<file path="src/rtl/cpu_pkg.sv">
// Shared CPU definitions: datapath width, default reset PC and the fetch entry record.
package cpu_pkg;

  localparam int XLEN = 32;
  localparam logic [XLEN-1:0] RESET_PC_DEF = 32'h0000_0000;

  typedef struct packed {
    logic [XLEN-1:0] pc;
    logic [XLEN-1:0] instr;
  } fetch_entry_t;

endpackage

</file>
<file path="src/rtl/fetch_queue_sync_fifo.sv">
// Circular buffer of fetch entries with occupancy count; clr_i empties it in one cycle.
module sync_fifo
  import cpu_pkg::*;
#(
  parameter int DEPTH = 4,
  localparam int AW = $clog2(DEPTH),
  localparam int CW = $clog2(DEPTH + 1)
) (
  input  logic         clk_i,
  input  logic         rst_n_i,
  input  logic         clr_i,
  input  logic         push_i,
  input  logic         pop_i,
  input  fetch_entry_t wdata_i,
  output fetch_entry_t rdata_o,
  output logic [CW-1:0] count_o,
  output logic         full_o,
  output logic         empty_o
);

  fetch_entry_t  mem_r [DEPTH];
  logic [AW-1:0] wr_ptr_r;
  logic [AW-1:0] rd_ptr_r;
  logic [CW-1:0] count_r;

  // Entry storage; contents are never observed while the count is zero.
  always_ff @(posedge clk_i) begin
    if (push_i && !clr_i) begin
      mem_r[wr_ptr_r] <= wdata_i;
    end
  end

  // Pointers wrap naturally because DEPTH is a power of two.
  always_ff @(posedge clk_i or negedge rst_n_i) begin
    if (!rst_n_i) begin
      wr_ptr_r <= '0;
      rd_ptr_r <= '0;
      count_r  <= '0;
    end else if (clr_i) begin
      wr_ptr_r <= '0;
      rd_ptr_r <= '0;
      count_r  <= '0;
    end else begin
      if (push_i) begin
        wr_ptr_r <= wr_ptr_r + AW'(1);
      end
      if (pop_i) begin
        rd_ptr_r <= rd_ptr_r + AW'(1);
      end
      case ({push_i, pop_i})
        2'b10:   count_r <= count_r + CW'(1);
        2'b01:   count_r <= count_r - CW'(1);
        default: count_r <= count_r;
      endcase
    end
  end

  assign rdata_o = mem_r[rd_ptr_r];
  assign count_o = count_r;
  assign full_o  = (count_r == CW'(DEPTH));
  assign empty_o = (count_r == CW'(0));

endmodule

</file>
<file path="src/rtl/fetch_queue.sv">
// Instruction fetch queue: fetch PC, redirect flush and decode-side handshake.
// Optional same-cycle bypass of an empty queue when FETCH_QUEUE_BYPASS_EN is defined.
module fetch_queue
  import cpu_pkg::*;
#(
  parameter int DEPTH = 4,
  parameter logic [XLEN-1:0] RESET_PC = RESET_PC_DEF
) (
  input  logic                       clk_i,
  input  logic                       rst_n_i,
  output logic [31:0]                imem_addr_o,
  input  logic [31:0]                imem_instr_i,
  input  logic                       redirect_i,
  input  logic [31:0]                redirect_pc_i,
  input  logic                       deq_ready_i,
  output logic                       deq_valid_o,
  output logic [31:0]                deq_pc_o,
  output logic [31:0]                deq_instr_o,
  output logic [$clog2(DEPTH+1)-1:0] count_o
);

  localparam int CW = $clog2(DEPTH + 1);

  logic [XLEN-1:0] fpc_r;
  fetch_entry_t    fetch_s;
  fetch_entry_t    head_s;
  fetch_entry_t    deq_entry_s;
  logic [CW-1:0]   fifo_count_s;
  logic            fifo_full_s;
  logic            fifo_empty_s;
  logic            bypass_s;
  logic            valid_s;
  logic            hs_s;
  logic            advance_s;
  logic            push_s;
  logic            pop_s;

  assign fetch_s = '{pc: fpc_r, instr: imem_instr_i};

  // Handshake, push/pop and head selection; rst_n_i gating keeps a bypassed head silent in reset.
  always_comb begin
`ifdef FETCH_QUEUE_BYPASS_EN
    bypass_s = fifo_empty_s & ~redirect_i & rst_n_i;
`else
    bypass_s = 1'b0;
`endif
    valid_s   = rst_n_i & ~redirect_i & (~fifo_empty_s | bypass_s);
    hs_s      = valid_s & deq_ready_i;
    advance_s = ~redirect_i & (~fifo_full_s | hs_s);
    push_s    = advance_s & ~(bypass_s & hs_s);
    pop_s     = hs_s & ~fifo_empty_s;
    if (bypass_s) begin
      deq_entry_s = fetch_s;
    end else if (!fifo_empty_s) begin
      deq_entry_s = head_s;
    end else begin
      deq_entry_s = '0;
    end
  end

  // Fetch PC: redirect wins, otherwise step by one word whenever the fetch is consumed.
  always_ff @(posedge clk_i or negedge rst_n_i) begin
    if (!rst_n_i) begin
      fpc_r <= RESET_PC;
    end else if (redirect_i) begin
      fpc_r <= redirect_pc_i;
    end else if (advance_s) begin
      fpc_r <= fpc_r + 32'd4;
    end
  end

  sync_fifo #(
    .DEPTH (DEPTH)
  ) u_fifo (
    .clk_i   (clk_i),
    .rst_n_i (rst_n_i),
    .clr_i   (redirect_i),
    .push_i  (push_s),
    .pop_i   (pop_s),
    .wdata_i (fetch_s),
    .rdata_o (head_s),
    .count_o (fifo_count_s),
    .full_o  (fifo_full_s),
    .empty_o (fifo_empty_s)
  );

  assign imem_addr_o = fpc_r;
  assign deq_valid_o = valid_s;
  assign deq_pc_o    = deq_entry_s.pc;
  assign deq_instr_o = deq_entry_s.instr;
  assign count_o     = fifo_count_s;

endmodule

</file>
<file path="config.mk">
export PLATFORM = sky130hd
export DESIGN_NAME = fetch_queue
export DESIGN_NICKNAME = d
export VERILOG_FILES = /design/src/rtl/cpu_pkg.sv /design/src/rtl/fetch_queue_sync_fifo.sv /design/src/rtl/fetch_queue.sv
export SDC_FILE = /design/constraint.sdc
export NUM_CORES = 1
export LEC_CHECK = 0
export ABC_AREA = 1
export CAP_MARGIN = 0
export CORE_MARGIN = 3
export CORE_UTILIZATION = 45
export CTS_CLUSTER_DIAMETER = 60
export DETAILED_ROUTE_END_ITERATION = 10
export PLACE_DENSITY_LB_ADDON = 0.05
export RECOVER_POWER = 100
export REMOVE_ABC_BUFFERS = 1
export SLEW_MARGIN = 15
export SYNTH_ARGS = -nofsm -noshare
export SYNTH_HDL_FRONTEND = slang
export SYNTH_SLANG_ARGS = --single-unit
</file>
<file path="constraint.sdc">
create_clock -name clk_i -period 9.7 [get_ports clk_i]
set_input_delay 0.97 -clock clk_i [delete_from_list [all_inputs] [get_ports clk_i]]
set_output_delay 0.97 -clock clk_i [all_outputs]
set_load 0.05 [all_outputs]
</file>
==> results by group <==
Status
  • Status: finished with violations
  • Failing checks: max-capacitance violations, max-slew violations

STA
  • RSZ-0062 raised after global routing: no
  • Max Slew Vio Count: 175
  • Final setup viols: 0
  • Min cycle time layout: 6.78 ns
  • Clock skew: 0.0115 ns
  • Setup_tns: 0 ns
  • Actual slew at the worst max-slew pin: ~2.4 ns
  • Setup ws final: roughly 2.9 ns
  • F_max: approximately 150 MHz
  • Hold Slack: approximately 0.56 ns
  • Slew HR: -62.4%
  • Final Cycle Share: a little over two thirds
  • Hold Vio Cnt, Final: 0

Setup path
  • Critical path type: reg -> out
  • Critical path fanouts, max: 102
  • Crit. End Element: primary output
  • Crit path DAT: 5.81 ns
  • CP startpoint kind: register
  • Reg-to-reg critical path startpoint: u_fifo.rd_ptr_r[0]$_DFFE_PN0P_
  • Critical Path RT: 8.73 ns
  • CP startpoint: u_fifo.rd_ptr_r[0]$_DFFE_PN0P_
  • Reg2reg setup slack: between 5 and 6 ns

Floorplan
  • Full die area: 0.0300 mm^2
  • I/O pins: 168
  • Die Width: 173 um
  • Die Span Y: 173 um
  • Core area: 0.0273 mm^2
  • Initial core utilization: 46.2%
  • Row Count: 60

GRT
  • Pin count of the biggest net entering global routing: 103
  • Total gr overflow: 0
  • Number of global-route vias before repair: approximately 8600
  • Initial antenna violation count: 1
  • Total GRT Usage: just over 20%
  • First-pass GRT wire length: 49300 um

Clock tree
  • CTS root buf: clkbuf_16
  • Clock tree sinks: 295
  • H-tree levels: 1
  • Post-CTS Setup Bufs: 0
  • Clk buf depth: 3
  • Clock Latency Late Sink: 0.55 ns
  • Post-cts gate resize count: 0
  • TritonCTS Buffers: 30
  • Clock-pin slew on the worst setup and hold paths: approximately 0.060 ns
  • CTS tree: yes
  • Hold-fix buffers, CTS: 0

Yosys
  • Seq/Total Area, Yosys: 68.8%
  • Cell area after synthesis: 0.0126 mm^2
  • Cells after synthesis: 1177
  • Avg Inst Size Synth: 10.7 um^2
  • Primary FF master, synth: edfxtp_1
  • Share of the synthesized area in the top cell type: between 60% and 70%
  • Top-count cell post-synth: nor2_1
  • Area leader, netlist: edfxtp_1
  • Post-synth top cells: 309 x nor2_1, 256 x edfxtp_1, 166 x nand2_1
  • Synth Warn #: 0
  • Synth cell types: 36
  • FF+latch count, synth: slightly below 300
  • Asr flop ratio synth: 13.2%
  • Synth area leaders: edfxtp_1 61%, nor2_1 9.2%, dfrtp_1 7.8%, o21ai_0 5.5%, nand2_1 5.0%
  • Post-synth EDFFs: roughly 260

Drt
  • Met3 WL: 1530 um
  • Highest metal used: met5
  • DRC viols: 0
  • Vias after detailed routing: 8916
  • Avg WL per Cell: 18.3 um
  • Drt via density: roughly 5.2
  • ANT nets after route: 0
  • First DRT Iteration DRCs: 716
  • Routed met2 length: 14900 um
  • Met1 wire length: 14700 um
  • Drt first pass iters: 5
  • Final WL: 31500 um

Pwr
  • Power per Cell Area: ~290 mW/mm^2
  • Maximum vdd ir drop: 143 uV
  • Power consumption: 4.48 mW
  • Leakage power: 5.73 nW

Flow run
  • Max_cap viols: 4

Placement
  • Buffers on Ports: 167
  • Worst slack at placement: 5.35 ns
  • Global placement routability congestion: 0.823
  • HPWL after DPL: between 15000 and 20000 um

Hold path
  • Worst hold-check path type: reg -> reg
  • HP Start: imem_addr_o[0]$_DFFE_PN0P_

Finish
  • N_diodes: 0
  • Area Growth Syn to Fin: 23.6%
  • Fraction of layout cells with a size suffix above 1: 5.77%
  • Filler cells: 2319
  • Final core occ: between 50% and 60%
  • Final nets: ~1400
## power breakdown
group | switching (mW) | internal, mW
sequential | 0.146 | 1.63
combinational | 1.12 | 0.396
clock | 0.465 | 0.722
total | 1.73 | 2.75
## kinds of logic (layout without fill, tap and decap cells)
group                    Yosys count  after routing  synth area share [%]
other                              1              1                0.0298
adder cells (fa/ha/maj)            6              6                 0.656
XOR/XNOR                          11             11                 0.766
flip-flops                       295            295                  68.8
AND/OR/NAND/NOR                  547            547                  17.7
buffers and inverters            104            278                  3.39
AO/OA/AOI/OAI                    213            213                  8.62
## cell usage in the layout, fill, tap and decap left out, types with 2 or more instances in the layout
cell and count:
nor2_1 308, nand4_1 4, o211ai_1 4, nand2_2 5, nand3b_1 4, o21ai_0 140, o22ai_1 2, clkbuf_16 31
xor2_1 6, buf_4 8, clkbuf_1 8, inv_1 44, nor3_1 7, a21oi_1 64, clkinv_1 2, edfxtp_1 256
nor2_2 6, ha_1 5, clkdlybuf4s50_1 40, nor2_4 5, clkinv_2 7, nand3_1 35, xnor2_1 5, dfrtp_1 38
nand2_1 168, bufinv_16 5, dlygate4sd3_1 126
## critical path, cell delays in order, from the launching register on
cell and delay, ns:
dfrtp_1 1.66, clkinvlp_2 1.52, buf_4 0.69, o21ai_0 0.30
a21oi_1 0.16, dlygate4sd3_1 0.82
## routing by layer
metal,track usage (%),vias up
met5,0,-
li1,-,4316
met2,34.2,245
met3,3.09,28
met1,29.3,4325
met4,3.82,2
## flip-flops by register name (all words and copies together), names as in the netlist
name,flops
imem_addr_o,32
u_fifo.count_o,3
u_fifo.rd_ptr_r,2
u_fifo.wr_ptr_r,2
u_fifo.mem_r,256
## stage by stage
stage | instance area [um^2] | std cells
3_5_place_dp | 14600 | 1669
6_report | 15600 | 1723
2_1_floorplan | 12300 | 1119
4_1_cts | 15600 | 1723
5_1_grt | 15600 | 1723
3_3_place_gp | 14600 | 1669
## cell type report
cell class,count,area [um^2],share of cell area [%]
well taps,372,465,2.99
repair buffers,178,1740,11.2
multi-input cells,778,3480,22.4
clock inverters,17,218,1.40
clock buffers,37,808,5.20
inverters,46,174,1.12
flip-flops and latches,295,8660,55.7
## worst paths after layout
kind / end / cells after the start
min: u_fifo.mem_r[0][32]$_DFFE_PP_ / 0
min in group asynchronous: imem_addr_o[31]$_DFFE_PN0N_ / 2
max: deq_pc_o[2] / 5
max reg2reg: u_fifo.rd_ptr_r[1]$_DFFE_PN0P_ / 5
max in group asynchronous: u_fifo.rd_ptr_r[1]$_DFFE_PN0P_ / 2
min reg2reg: u_fifo.mem_r[0][32]$_DFFE_PP_ / 0
(Power assumes the default switching activity.)
